### src/rtl/candidate_sorter.sv
// candidate_sorter: keeps a descending top-N list of (theta, phi, score)
// samples for the current angle-search stage and publishes it, double
// buffered, with a one-cycle sorted_rdy pulse after the stage's last sample.
// Optional macro CAND_SCORE_OUT_EN adds candidate_score_buffer, published
// alongside candidate_angle_buffer.
module candidate_sorter #(
  parameter int N       = 10,
  parameter int ANGLE_W = 12,
  parameter int SCORE_W = 17
) (
  input  logic                     clk,
  input  logic                     rst,
  input  logic                     stage_clear,
  input  logic [3:0]               keep_num,
  input  logic                     in_valid,
  input  logic                     in_last,
  input  logic [ANGLE_W-1:0]       in_theta,
  input  logic [ANGLE_W-1:0]       in_phi,
  input  logic [SCORE_W-1:0]       in_score,
  output logic                     in_ready,
  output logic [N*2*ANGLE_W-1:0]   candidate_angle_buffer,
  output logic                     sorted_rdy,
  output logic                     overrun
`ifdef CAND_SCORE_OUT_EN
  ,
  output logic [N*SCORE_W-1:0]     candidate_score_buffer
`endif
);

  localparam int KW = 4;
  localparam int SW = 2 * ANGLE_W;

  typedef enum logic [1:0] {COLLECT, DRAIN, PUBLISH} state_t;

  state_t              state_reg, state_next;
  logic [KW-1:0]       keep_reg;
  logic [KW-1:0]       keep_clamped;
  logic                accept;
  logic                publish_now;

  logic                pipe_valid_reg;
  logic [ANGLE_W-1:0]  pipe_theta_reg, pipe_phi_reg;
  logic [SCORE_W-1:0]  pipe_score_reg;

  logic [N-1:0]        w_valid_reg, w_valid_next;
  logic [ANGLE_W-1:0]  w_theta_reg [N];
  logic [ANGLE_W-1:0]  w_theta_next [N];
  logic [ANGLE_W-1:0]  w_phi_reg [N];
  logic [ANGLE_W-1:0]  w_phi_next [N];
  logic [SCORE_W-1:0]  w_score_reg [N];
  logic [SCORE_W-1:0]  w_score_next [N];

  logic [N-1:0]        in_keep, gt, ins, shift;
  logic [N*SW-1:0]     pub_angle_reg, pub_angle_next;
  logic                sorted_rdy_reg, overrun_reg;

  assign keep_clamped = (keep_num == '0)      ? KW'(1) :
                        (keep_num > KW'(N))   ? KW'(N) : keep_num;
  assign accept       = in_valid && in_ready && !stage_clear;
  assign publish_now  = (state_reg == PUBLISH) && !stage_clear;

  // State register
  always_ff @(posedge clk) begin
    if (rst) state_reg <= COLLECT;
    else     state_reg <= state_next;
  end

  // Next-state logic; stage_clear aborts any drain/publish in flight
  always_comb begin
    state_next = state_reg;
    if (stage_clear) begin
      state_next = COLLECT;
    end else begin
      case (state_reg)
        COLLECT: if (accept && in_last) state_next = DRAIN;
        DRAIN:   state_next = PUBLISH;
        PUBLISH: state_next = COLLECT;
        default: state_next = COLLECT;
      endcase
    end
  end

  // Output decode: samples are taken only while collecting
  always_comb begin
    in_ready = (state_reg == COLLECT) && !rst;
  end

  // Keep latch, loaded with the clamped count at each stage start
  always_ff @(posedge clk) begin
    if (rst)              keep_reg <= KW'(N);
    else if (stage_clear) keep_reg <= keep_clamped;
  end

  // Pipe register between acceptance and insertion
  always_ff @(posedge clk) begin
    if (rst) begin
      pipe_valid_reg <= 1'b0;
      pipe_theta_reg <= '0;
      pipe_phi_reg   <= '0;
      pipe_score_reg <= '0;
    end else if (stage_clear) begin
      pipe_valid_reg <= 1'b0;
    end else begin
      pipe_valid_reg <= accept;
      if (accept) begin
        pipe_theta_reg <= in_theta;
        pipe_phi_reg   <= in_phi;
        pipe_score_reg <= in_score;
      end
    end
  end

  // Per-slot insertion: the list is contiguous and descending, so gt is a
  // thermometer; the first set bit takes the new entry, later ones shift down.
  // Strict compare keeps earlier equal-score samples ranked higher.
  for (genvar gi = 0; gi < N; gi++) begin : g_slot
    assign in_keep[gi] = KW'(gi) < keep_reg;
    assign gt[gi] = in_keep[gi] &&
                    (!w_valid_reg[gi] || (pipe_score_reg > w_score_reg[gi]));
    if (gi == 0) begin : g_top
      assign ins[gi]          = pipe_valid_reg && gt[gi];
      assign shift[gi]        = 1'b0;
      assign w_valid_next[gi] = ins[gi] | w_valid_reg[gi];
      assign w_theta_next[gi] = ins[gi] ? pipe_theta_reg : w_theta_reg[gi];
      assign w_phi_next[gi]   = ins[gi] ? pipe_phi_reg   : w_phi_reg[gi];
      assign w_score_next[gi] = ins[gi] ? pipe_score_reg : w_score_reg[gi];
    end else begin : g_rest
      assign ins[gi]          = pipe_valid_reg && gt[gi] && !gt[gi-1];
      assign shift[gi]        = pipe_valid_reg && gt[gi] && gt[gi-1];
      assign w_valid_next[gi] = ins[gi] ? 1'b1 :
                                shift[gi] ? w_valid_reg[gi-1] : w_valid_reg[gi];
      assign w_theta_next[gi] = ins[gi] ? pipe_theta_reg :
                                shift[gi] ? w_theta_reg[gi-1] : w_theta_reg[gi];
      assign w_phi_next[gi]   = ins[gi] ? pipe_phi_reg :
                                shift[gi] ? w_phi_reg[gi-1] : w_phi_reg[gi];
      assign w_score_next[gi] = ins[gi] ? pipe_score_reg :
                                shift[gi] ? w_score_reg[gi-1] : w_score_reg[gi];
    end
    assign pub_angle_next[gi*SW +: SW] = (w_valid_reg[gi] && in_keep[gi]) ?
                                         {w_theta_reg[gi], w_phi_reg[gi]} : '0;
  end

  // Working list: emptied at stage start and after each publish
  always_ff @(posedge clk) begin
    if (rst || stage_clear || (state_reg == PUBLISH)) begin
      w_valid_reg <= '0;
      for (int i = 0; i < N; i++) begin
        w_theta_reg[i] <= '0;
        w_phi_reg[i]   <= '0;
        w_score_reg[i] <= '0;
      end
    end else begin
      w_valid_reg <= w_valid_next;
      for (int i = 0; i < N; i++) begin
        w_theta_reg[i] <= w_theta_next[i];
        w_phi_reg[i]   <= w_phi_next[i];
        w_score_reg[i] <= w_score_next[i];
      end
    end
  end

  // Published buffer and ready pulse; the buffer holds between publishes
  always_ff @(posedge clk) begin
    if (rst) begin
      pub_angle_reg  <= '0;
      sorted_rdy_reg <= 1'b0;
    end else begin
      sorted_rdy_reg <= publish_now;
      if (publish_now) pub_angle_reg <= pub_angle_next;
    end
  end

  // Sticky overrun flag; the rejected sample is simply not captured
  always_ff @(posedge clk) begin
    if (rst) overrun_reg <= 1'b0;
    else if (in_valid && !in_ready && !stage_clear) overrun_reg <= 1'b1;
  end

  assign candidate_angle_buffer = pub_angle_reg;
  assign sorted_rdy             = sorted_rdy_reg;
  assign overrun                = overrun_reg;

`ifdef CAND_SCORE_OUT_EN
  logic [N*SCORE_W-1:0] pub_score_reg, pub_score_next;

  for (genvar gi = 0; gi < N; gi++) begin : g_pub_score
    assign pub_score_next[gi*SCORE_W +: SCORE_W] =
      (w_valid_reg[gi] && in_keep[gi]) ? w_score_reg[gi] : '0;
  end

  // Published scores track the published angles
  always_ff @(posedge clk) begin
    if (rst)              pub_score_reg <= '0;
    else if (publish_now) pub_score_reg <= pub_score_next;
  end

  assign candidate_score_buffer = pub_score_reg;
`endif

endmodule

### config.mk
export PLATFORM = sky130hd
export DESIGN_NAME = candidate_sorter
export DESIGN_NICKNAME = d
export VERILOG_FILES = /design/src/rtl/candidate_sorter.sv
export SDC_FILE = /design/constraint.sdc
export NUM_CORES = 2
export LEC_CHECK = 0
export ABC_AREA = 1
export BUFFER_PORTS_ARGS = -buffer_cell sky130_fd_sc_hd__buf_2
export CELL_PAD_IN_SITES_DETAIL_PLACEMENT = 0
export CELL_PAD_IN_SITES_GLOBAL_PLACEMENT = 1
export CORE_MARGIN = 2
export CORE_UTILIZATION = 46
export CTS_CLUSTER_DIAMETER = 40
export DETAILED_ROUTE_END_ITERATION = 10
export PLACE_DENSITY = 0.91
export SLEW_MARGIN = 40
export SYNTH_ARGS = -nofsm -noshare
export SYNTH_HDL_FRONTEND = slang
export SYNTH_SLANG_ARGS = --single-unit
### constraint.sdc
create_clock -name clk -period 7.4 [get_ports clk]
set_clock_uncertainty 0.2 [all_clocks]
set_input_delay 0.37 -clock clk [delete_from_list [all_inputs] [get_ports clk]]
set_output_delay 0.37 -clock clk [all_outputs]
set_load 0.1 [all_outputs]
==> impl_metrics.py <==
metrics = {
    "worst_hold_path": {
        "min_path_type": "input pin to flip-flop",
        "whs_path_depth": 3,
    },
    "yosys": {
        "syn_inst": 5714,
        "yosys_warnings": 0,
        "synthArstFlopShare_pct": 0,
        "ys_ff_latch": 710,
        "ys.flop_type": "dfxtp_1",
        "synth_area_um2": 36400,
        "synth_top_area_share_pct": 39.0,
        "syn_area_per_cell_um2": 6.37,
        "synth.largest_area_cell": "dfxtp_1",
        "synthMostInstantiatedCell": "nand2_1",
        "ys_seq_area_share_pct": 39.0,
        "synth_common_cells": "1848 x nand2_1, 756 x nor2_1, 710 x dfxtp_1",
        "yosysUniqueCellTypes": 35,
        "synth_nets": 5934,
        "synth.area.top_cells": "dfxtp_1 39%, nand2_1 19%, nor2_1 7.8%",
        "synth_edf_count": 0,
    },
    "critical_path": {
        "cp-start-kind": "flip-flop",
        "cpMaxStageDelayCell": "nand2_2",
        "end_kind": "flip-flop",
        "r2r_cells": 13,
        "crit_chain": "inv_1 > ha_1 > nand4_1 > nor2_1 > nor2_1 > nand2_1 > buf_4 > nand2_2 > nand2_2 > buf_4 > nand2_1 > nand2_1 > nor2_1",
        "worstPathMaxFanout": 49,
        "crit_required_ns": 7.79,
        "worstSetupPathType": "flip-flop to flip-flop",
        "cp_slowest_stage_delay_ns": 0.70,
        "worstPathArrival_ns": 4.98,
    },
    "floorplan": {
        "die_h_um": 285,
        "core_um2": 78600,
        "dieArea_um2": 81400,
        "ios": 293,
        "rows": 103,
        "dieWidth_um": 285,
        "start_util_pct": 46.3,
    },
    "detailed_routing": {
        "wire_per_inst_um": 17.9,
        "viasPerCell": 5.20,
        "firstDrtPassIters": 6,
        "vias": 36400,
        "drcViolationCount": 0,
        "antenna_left": 0,
        "drt-initial-drc-count": 3534,
        "drt_wl_total_mm": 125,
    },
    "clocking": {
        "clk_latency_ns": 0.69,
        "cts_buffers": 114,
        "cts_sinks": 710,
        "post_cts_buffers": 0,
        "htree_levels": 3,
        "cts-resized-gates": 0,
        "cts_buffer_depth": 3,
        "cts_root_buf": "clkbuf_16",
        "clk_pin_slew_worst_paths_ns": 0.06,
        "cts_tree": "built",
        "postCtsHoldBufs": 51,
    },
    "grt": {
        "gr-total-overflow": 0,
        "grtUsageMet1_pct": 40.6,
        "grt_max_degree": 141,
        "grt_busiest_layer": "met2",
        "grtUsageTotal_pct": 29.8,
        "grt_pass1_vias": 33200,
        "antenna_found_initial": 1,
        "grt_first_pass_wirelength_mm": 191,
        "grt_use_met3_pct": 5.40,
        "use_met2_pct": 46.5,
    },
    "pwr": {
        "ir_drop_mv": 0.193,
        "power_density_nw_per_um2": 256,
        "leakage_nw": 21.3,
    },
    "placement": {
        "dp_hpwl_mm": 85.3,
        "place_congestion": 0.889,
        "io_buffers": 292,
    },
    "sta": {
        "fmax_mhz": 218,
        "setup_violations": 0,
        "min_period_ns": 4.58,
        "finalMaxSlewViolations": 0,
        "rsz0062_at_grt": "no",
        "worst_slew_pin_slew_ns": 0.888,
        "maxSlewHeadroom_pct": 40.7,
        "timing.hold.ws_ns": 0.0240,
        "finalCritPeriodShare_pct": 62.0,
        "finalHoldViolCount": 0,
        "fin_tns_setup_ns": 0,
    },
    "finish": {
        "fin_nets": 6075,
        "final_layout_size_suffix_gt1_share_pct": 10.5,
        "area_delta_synth_final_pct": 18.3,
        "largest_reg_flops": 240,
        "insertedDiodeCount": 0,
    },
    "job": {
        "maxCapViolCount": 0,
    },
    "status": {
        "outcome": "finished, final reports clean",
    },
}
## metal layers
layer / vias up / wire length, um
met2: 1418 / 54900
li1: 18100 / -
met3: 296 / 10700
met1: 16600 / 54700
met5: - / 0
met4: 0 / 5190
## final timing paths
kind                startpoint                          end  slack (ns)
max          pipe_score_reg[0]              w_phi_reg[4][9]        2.82
min               in_theta[11]           pipe_theta_reg[11]        0.02
max reg2reg  pipe_score_reg[0]              w_phi_reg[4][9]        2.82
min reg2reg    w_phi_reg[9][8]  candidate_angle_buffer[224]        0.25
## area by class of cell
type	instances	area [um2]
repair buffers	423	2660
multi-input cells	4019	18500
well taps	1050	1310
clock buffers	131	3040
clock inverters	82	1120
fillers	7799	35600
flip-flops and latches	710	14200
inverters	587	2220
## kinds of logic after synthesis
family,count (synthesis),share of synthesized area (%)
AO/OA/AOI/OAI,759,10.9
adder cells (fa/ha/maj),170,5.84
buffers and inverters,985,10.6
flip-flops,710,39.0
AND/OR/NAND/NOR,3090,33.6
## worst max-delay path: cells and delay by family, from the launching register on
kind          cells  cell delay (ns)
buf+inv           3             1.40
flops             1             0.60
fa+ha+maj         1             0.47
simple gates      9             1.77
## through the flow
stage	power, mW	setup slack, ns	util, %	cell area (um2)	cells
global route	11.4	2.40	54.8	43100	7002
CTS	11.1	2.88	54.7	43000	7002
detailed placement	5.31	2.92	48.8	38400	6738
finish	11.0	2.82	54.8	43100	7002
floorplan	4.93	4.92	-	36400	5714
global placement	5.29	2.95	48.6	38200	6735
## cell usage in the layout (no fill, tap or decap), types with 8 or more instances in the layout
| cell type | count |
|---|---|
| o21ai_0 | 250 |
| inv_6 | 17 |
| nand2_1 | 1837 |
| buf_2 | 292 |
| dlygate4sd3_1 | 51 |
| inv_1 | 575 |
| a21oi_1 | 428 |
| bufinv_16 | 19 |
| nor2_1 | 754 |
| nand2_4 | 8 |
| nand3_1 | 450 |
| ha_1 | 170 |
| clkinvlp_4 | 12 |
| nand4_1 | 8 |
| clkbuf_16 | 115 |
| clkinv_4 | 16 |
| clkinv_2 | 12 |
| o211ai_1 | 24 |
| a21o_1 | 10 |
| nand2_2 | 9 |
| o21ai_1 | 9 |
| clkbuf_8 | 10 |
| inv_2 | 8 |
| buf_4 | 73 |
| o21a_1 | 8 |
| o31ai_1 | 24 |
| dfxtp_1 | 708 |
## report_power, final
part | switching, mW | total (mW) | internal (mW)
registers | 0.0791 | 3.97 | 3.89
clock network | 2.11 | 5.76 | 3.65
logic | 0.962 | 1.31 | 0.348
No activity file was read; power rests on OpenSTA's default activity.
